### src/rtl/sync_event_pkg.sv
// Shared constants and helpers for the synchronized-event arbiter.
// Combinational helpers only; no state, no latency, no backpressure.
package sync_event_pkg;

    localparam int N_CH_DEF  = 4;
    localparam int CNT_W_DEF = 8;

    // Ones count over up to 16 channels; narrower vectors are zero-extended by the caller.
    function automatic logic [4:0] popcount(input logic [15:0] v);
        logic [4:0] cnt;
        cnt = '0;
        for (int i = 0; i < 16; i++) begin
            cnt = cnt + 5'(v[i]);
        end
        return cnt;
    endfunction

    // count + incr, clamped to the largest value a cnt_w-bit counter can hold.
    function automatic logic [31:0] sat_add(input logic [31:0] count,
                                            input logic [31:0] incr,
                                            input int          cnt_w);
        logic [32:0] sum;
        logic [31:0] lim;
        sum = {1'b0, count} + {1'b0, incr};
        lim = (cnt_w >= 32) ? '1 : ((32'd1 << cnt_w) - 32'd1);
        return (sum[32] || (sum[31:0] > lim)) ? lim : sum[31:0];
    endfunction

endpackage

### src/rtl/rr_picker.sv
// Round-robin picker: first set request strictly after ptr, wrapping modulo N_CH.
// Purely combinational (zero latency); no handshake, the caller decides when to apply it.
// Rotates req so bit ptr+1 lands at 0, priority-encodes, then maps the index back.
module rr_picker #(
    parameter int N_CH = 4,
    parameter int CH_W = $clog2(N_CH)
) (
    input  logic [N_CH-1:0] req,
    input  logic [CH_W-1:0] ptr,
    output logic            any,
    output logic [CH_W-1:0] idx
);

    logic [N_CH-1:0] rot;
    int              first;

    always_comb begin
        rot = '0;
        for (int k = 0; k < N_CH; k++) begin
            rot[k] = req[CH_W'((int'(ptr) + 1 + k) % N_CH)];
        end
    end

    // Descending scan so the lowest rotated position wins.
    always_comb begin
        first = 0;
        for (int k = N_CH - 1; k >= 0; k--) begin
            if (rot[k]) first = k;
        end
    end

    assign any = |rot;
    assign idx = CH_W'((int'(ptr) + 1 + first) % N_CH);

endmodule

### src/rtl/sync_event_arbiter.sv
// Serializes per-channel event strobes onto one valid/ready output, round-robin, with drop stats.
// Latency: a pulse into a free slot is presented the next cycle; one event per cycle with out_ready high.
// Backpressure: out_valid && !out_ready freezes out_chan and the pointer; new pulses wait in pending.
module sync_event_arbiter
    import sync_event_pkg::*;
#(
    parameter  int N_CH  = N_CH_DEF,
    parameter  int CNT_W = CNT_W_DEF,
    localparam int CH_W  = $clog2(N_CH)
) (
    input  logic             clk,
    input  logic             reset,
    input  logic [N_CH-1:0]  event_pulse,
    output logic             out_valid,
    input  logic             out_ready,
    output logic [CH_W-1:0]  out_chan,
    output logic [N_CH-1:0]  pending,
    output logic [N_CH-1:0]  overflow,
    output logic [CNT_W-1:0] drop_count,
    input  logic             clear_stats
);

    logic [N_CH-1:0] req;
    logic [N_CH-1:0] grant;
    logic [N_CH-1:0] drop;
    logic [N_CH-1:0] pending_next;
    logic [CH_W-1:0] ptr;
    logic [CH_W-1:0] pick_idx;
    logic            pick_any;
    logic            slot_free;
    logic            do_grant;
    logic [31:0]     drop_incr;

    // Fresh pulses join the request set so they can be served in their arrival cycle.
    assign req       = pending | event_pulse;
    assign slot_free = ~out_valid | out_ready;
    assign do_grant  = slot_free & pick_any;
    assign grant     = do_grant ? (N_CH'(1) << pick_idx) : '0;

    // A channel granted while pulsing again keeps the new pulse pending.
    assign pending_next = (pending & (~grant | event_pulse)) |
                          (~pending & event_pulse & ~grant);
    assign drop         = pending & event_pulse & ~grant;
    assign drop_incr    = 32'(popcount(16'(drop)));

    rr_picker #(
        .N_CH (N_CH),
        .CH_W (CH_W)
    ) u_picker (
        .req (req),
        .ptr (ptr),
        .any (pick_any),
        .idx (pick_idx)
    );

    always_ff @(posedge clk or posedge reset) begin
        if (reset) begin
            out_valid <= 1'b0;
            out_chan  <= '0;
            ptr       <= CH_W'(N_CH - 1);
            pending   <= '0;
        end else begin
            pending <= pending_next;
            if (slot_free) begin
                out_valid <= pick_any;
                if (pick_any) begin
                    out_chan <= pick_idx;
                    ptr      <= pick_idx;
                end
            end
        end
    end

    // Drops landing in the clearing cycle are kept rather than lost.
    always_ff @(posedge clk or posedge reset) begin
        if (reset) begin
            overflow   <= '0;
            drop_count <= '0;
        end else if (clear_stats) begin
            overflow   <= drop;
            drop_count <= CNT_W'(sat_add(32'd0, drop_incr, CNT_W));
        end else begin
            overflow   <= overflow | drop;
            drop_count <= CNT_W'(sat_add(32'(drop_count), drop_incr, CNT_W));
        end
    end

endmodule

### config.mk
export PLATFORM = sky130hd
export DESIGN_NAME = sync_event_arbiter
export DESIGN_NICKNAME = d
export VERILOG_FILES = /design/src/rtl/sync_event_pkg.sv /design/src/rtl/rr_picker.sv /design/src/rtl/sync_event_arbiter.sv
export SDC_FILE = /design/constraint.sdc
export NUM_CORES = 1
export LEC_CHECK = 0
export CAP_MARGIN = 10
export CORE_UTILIZATION = 43
export CTS_CLUSTER_DIAMETER = 60
export DETAILED_ROUTE_END_ITERATION = 10
export PLACE_DENSITY = 0.67
export SYNTH_ARGS = -nofsm -noshare
export SYNTH_HDL_FRONTEND = slang
export SYNTH_SLANG_ARGS = --single-unit
export TNS_END_PERCENT = 5
### constraint.sdc
create_clock -name clk -period 5.94 [get_ports clk]
set_clock_uncertainty 0.2 [all_clocks]
set_input_delay 1.188 -clock clk [delete_from_list [all_inputs] [get_ports clk]]
set_output_delay 1.188 -clock clk [all_outputs]
set_load 0.01 [all_outputs]
Yosys cells after proc, flatten, opt, wreduce, memory -nomap -nowiden --
Index checks and enable logic that the tools add are counted.
Word-level totals: flip-flop bits (word level) 21, input bits 8
Cells by class: add/subtract/negate cells 9, magnitude comparators 6, shift operators 1, muxes and demuxes 21, bitwise operators 14, reduce and logical (&&, ||, !) cells 3
Operators by type and width (count):
- 2-to-1 mux 8 bit | 3
- AND 4 bit | 5
- less-than comparator 2 x 4 -> 1 bit (second input constant) | 4
- OR 4 bit | 4
- adder 8 x 4 -> 9 bit | 1
- > comparator 9 x 8 -> 1 bit (second input constant) | 1
- binary-select mux 1 bit (select 2 bit) | 4
- > comparator 4 x 8 -> 1 bit (second input constant) | 1
- 2-to-1 mux 1 bit | 8
- 2-to-1 mux 2 bit | 4
- 2-to-1 mux 4 bit | 2
- NOT 4 bit | 2
- adder 2 x 1 -> 2 bit (second input constant) | 2
- adder 2 bit (second input constant) | 2
- adder 3 x 1 -> 4 bit | 1
- OR reduction 4 bit | 1
- left shift 1 x 2 -> 4 bit (first input constant) | 1
- adder 2 x 1 -> 3 bit | 1
- adder 1 x 1 -> 2 bit | 1
- adder 2 bit | 1
- AND reduction 2 bit | 1
- AND 1 bit | 1
- logical OR 1 bit (first input constant) | 1
- NOT 1 bit | 1
- OR 1 bit | 1

Longest topological paths before layout --
depth after elaboration 22, mapped depth 21

Modules after synthesis --
A second synthesis with hierarchy kept.
Unflattened totals: cell total of the unflattened synthesis 126, area, all modules 1244.9 um^2
By module, submodules not included:
- sync_event_arbiter | instances 1, cells each 101, area an instance 1052.3 um^2, seq. area each 528.0 um^2
- rr_picker | instances 1, cells each 25, area an instance 192.7 um^2, seq. area each 0.0 um^2

Least setup slack after synthesis --
OpenSTA, ideal clock, no wires.
kind input to register, start point input event_pulse[3], end point register drop_count[2], setup time 64 ps, arrival time 5396 ps, required time 5676 ps, slack 279 ps, stages on the path 20, cells stage by stage or2_2 o311ai_0 o21ai_0 o211ai_1 ha_1 xnor2_1 xnor2_1 and3_4 o21ai_2 and3_2 fa_1 ha_1 ha_1 inv_1 fa_1 nor2b_1 o21ai_0 or2_2 nand3_1 o21a_1
Between the ends: longest elaborated chain between the ends 21
RTL lines:
- start, declared | line sync_event_arbiter.sv:13 | input logic [N_CH-1:0] event_pulse,
- OR 4 bit | line sync_event_arbiter.sv:35 | assign req = pending | event_pulse;
- binary-select mux 1 bit (select 2 bit) | line rr_picker.sv:20 | rot[k] = req[CH_W'((int'(ptr) + 1 + k) % N_CH)];
- 2-to-1 mux 1 bit (implied by the code) (2 in a row) | line rr_picker.sv:20
- 2-to-1 mux 2 bit (4 in a row) | line rr_picker.sv:28 | if (rot[k]) first = k;
- adder 2 bit | line rr_picker.sv:33 | assign idx = CH_W'((int'(ptr) + 1 + first) % N_CH);
- left shift 1 x 2 -> 4 bit | line sync_event_arbiter.sv:38 | assign grant = do_grant ? (N_CH'(1) << pick_idx) : '0;
- 2-to-1 mux 4 bit | line sync_event_arbiter.sv:38
- NOT 4 bit | line sync_event_arbiter.sv:43 | assign drop = pending & event_pulse & ~grant;
- AND 4 bit * | line sync_event_arbiter.sv:43
- adder 1 x 1 -> 2 bit | line sync_event_pkg.sv:13 | cnt = cnt + 5'(v[i]);
- adder 2 x 1 -> 3 bit | line sync_event_pkg.sv:13
- adder 3 x 1 -> 4 bit * | line sync_event_pkg.sv:13
- adder 8 x 4 -> 9 bit | line sync_event_pkg.sv:24 | sum = {1'b0, count} + {1'b0, incr};
- > comparator 9 x 8 -> 1 bit | line sync_event_pkg.sv:26 | return (sum[32] || (sum[31:0] > lim)) ? lim : sum[31:0];
- logical OR 1 bit | line sync_event_pkg.sv:26
- 2-to-1 mux 8 bit | line sync_event_pkg.sv:26
- 2-to-1 mux 8 bit * | line sync_event_arbiter.sv:79 | end else if (clear_stats) begin
- end signal, assigned | line sync_event_arbiter.sv:81 | drop_count <= CNT_W'(sat_add(32'd0, drop_incr, CNT_W));
- end signal, assigned | line sync_event_arbiter.sv:84 | drop_count <= CNT_W'(sat_add(32'(drop_count), drop_incr, CNT_W));
- end, declared | line sync_event_arbiter.sv:19 | output logic [CNT_W-1:0] drop_count,
Every way passes the cells marked *; elsewhere a longest branch is shown, timed or not. The select of a mux whose other input is x is not followed. A chain may end at the register's enable or synchronous reset.

Final worst setup path --
start point input event_pulse[1], end point register drop_count[5]
The elaborated chain is that of the path after synthesis.

==> impl_metrics.tcl <==
set metrics [dict create \
    routedWlPerCell_um 14.6 \
    post_cts_buffers 0 \
    cap_violations 0 \
    wl_um 3050 \
    cp_slowest_stage_delay_ns 0.47 \
    core_area_mm2 0.00283 \
    diodes 0 \
    p_per_area_mw_per_mm2 572 \
    clockRootBuffer "clkbuf_4" \
    cp-start-kind "primary input" \
    clockBufferDepth 2 \
    synthArstFlopShare 1.00 \
    syn-num-nets 142 \
    worstPathRequired_ns 5.98 \
    final_nets 195 \
    drv_slew 0 \
    yosys_warnings 0 \
    crit_chain "clkdlybuf4s50_1, or2_2, nand3_1, o311ai_2, o21ai_0, o211ai_1, ha_2, xnor2_1, xnor2_1, buf_4, a21oi_4, o21ai_2, and3_2, fa_1, ha_1, ha_1, buf_4, ha_1, a21o_1, a21oi_2, nand3b_1, nor3_1, a211oi_2" \
    grt_max_degree 22 \
    vias_per_cell 5.61 \
    track_usage 0.207 \
    tritoncts "built" \
    place.gp.congestion 0.815 \
    setup_viol 0 \
    ir_worst_vdd_uv 250 \
    worstMarginPinSlew_ns 0.795 \
    grt_pass1_vias 1107 \
    clk-insertion-delay-late_ns 0.32 \
    clock.fmax_mhz 175 \
    cp_common_cell "ha_1" \
    ys_types 46 \
    p_leak_uw 0.000780 \
    ys_ff_latch 21 \
    dieArea_mm2 0.00328 \
    crit_arrival_ns 5.77 \
    setup-tns-final_ns 0 \
    syn-cell-area_mm2 0.00131 \
    postSynthCellCount 126 \
    synth-main-ff-cell "dfrtp_1" \
    slew_headroom 0.470 \
    hpwl_um 2330 \
    drc 1 \
    final_cell_mix "clkdlybuf4s50_1 (25), buf_4 (23), dfrtp_1 (19)" \
    ff2ff_path_depth 20 \
    yosysSeqAreaShare 0.402 \
    row_count 19 \
    fill_cells 259 \
    rsz0062_at_grt "false" \
    fin_crit_sh 0.965 \
    detail-route-antenna-nets 0 \
    critical-path-top-delay-family "adder cells" \
    mostFrequentLayoutCell "clkdlybuf4s50_1" \
    cts_sinks 21 \
    cp.depth 23 \
    fin_crit_ns 5.73 \
    drive_above_1_share 0.315 \
    avgSynthCellArea_um2 10.4 \
    hold_buffers 0 \
    antenna_found_initial 0 \
    h-tree-depth 1 \
    fin_util 0.655 \
    dieHeight_um 57.3 \
    drt-initial-drc-count 37 \
    initial_core_util 0.464 \
    die_w_um 57.3 \
    grt_pass1_wl_um 5130 \
    hold_path.class "reg2reg" \
    critPathKind "in2reg" \
    violations "DRC" \
    cts_buffers 3 \
    via_count 1173 \
    status "finished, violations left" \
    crit_path_top_delay_cell "fa_1" \
    first_pass_iters 7 \
    grt_overflow_total 0 \
    synth-edff-count 0 \
    post_cts_resized 0 \
    boundaryPins 27 \
    area_growth_pct 41.0 \
    hold_viol_final 0 \
    crit_buf_inv 3 \
    cp_max_fo 3 \
    port_buffers 26 \
    crit_path_end_kind "register" \
    worstHoldPathCells 1 \
    path_clk_slew_ns 0.12 \
]
## sequential cells by signal, summed over array words and instances, names as in the netlist
| name | cells |
|---|---|
| ptr | 2 |
| drop_count | 8 |
| out_chan | 2 |
| overflow | 4 |
| out_valid | 1 |
| pending | 4 |
## final timing paths
| check | to | slack, ns | startpoint |
|---|---|---|---|
| min | overflow[2] | 0.30 | overflow[2] |
| min in group asynchronous | out_valid | 1.10 | reset |
| max | drop_count[5] | 0.21 | event_pulse[1] |
| max reg2reg | drop_count[5] | 1.07 | pending[2] |
| max in group asynchronous | overflow[3] | 3.94 | reset |
| min reg2reg | overflow[2] | 0.30 | overflow[2] |
## synthesized netlist by cell type, drive strengths merged, types with 2 or more instances
cell     n  area, um^2
a211oi   3        22.5
a21o     2        16.3
a21oi    6        41.3
a31oi    2        18.8
a32o     4        40.0
and3     5        38.8
dfrtp   19         475
dfstp    2        52.6
fa       2        40.0
ha       6        75.1
inv      9        33.8
maj3     4        45.0
mux2     2        22.5
nand2    3        11.3
nand3    8        40.0
nand3b   2        15.0
nand4    2        12.5
nor2    10        45.0
o211a    2        20.0
o21ai    9        52.6
or2      3        18.8
or4      2        15.0
xnor2    2        17.5
xor2     3        26.3
## layout make-up
type	count	area [um^2]	area share
Multi-Input combinational cell	94	785	0.424
Sequential cell	21	528	0.285
Timing Repair Buffer	49	435	0.235
Tap cell	31	38.8	0.0209
Inverter	10	37.5	0.0203
Clock buffer	3	22.5	0.0122
Clock inverter	1	5.00	0.00270
## logic make-up after synthesis
logic type	Yosys count	share of synthesized area
flops	21	0.402
compound gates	33	0.206
buf+inv	11	0.0324
simple gates	42	0.188
xor+xnor	5	0.0333
mux	2	0.0171
fa+ha+maj	12	0.122
## through the flow
step / hold WS [ns] / instance area, um^2 / total power (uW) / cells / worst slack (ns)
floorplan: 0.331 / 1310 / 650 / 126 / 0.279
global placement: 0.276 / 1780 / 938 / 205 / -0.169
detailed placement: 0.280 / 1780 / 968 / 205 / -0.269
CTS: 0.309 / 1810 / 1040 / 209 / 0.0359
global route: 0.321 / 1850 / 1150 / 209 / 0.0150
finish: 0.305 / 1850 / 1060 / 209 / 0.210
## layer usage
metal | part of all wire | global-route usage | vias to the layer above
met2 | 0.47 | 0.321 | 28
met4 | 0.023 | 0.0941 | 0
li1 | - | - | 572
met5 | 0 | 0 | -
met1 | 0.47 | 0.292 | 568
met3 | 0.032 | 0.0227 | 5
## where the power goes
group,total [uW],switching (uW),internal [uW]
registers,266,62.9,203
clock network,71.8,46.5,25.2
logic,720,309,411
No activity file was read; power rests on OpenSTA's default activity.
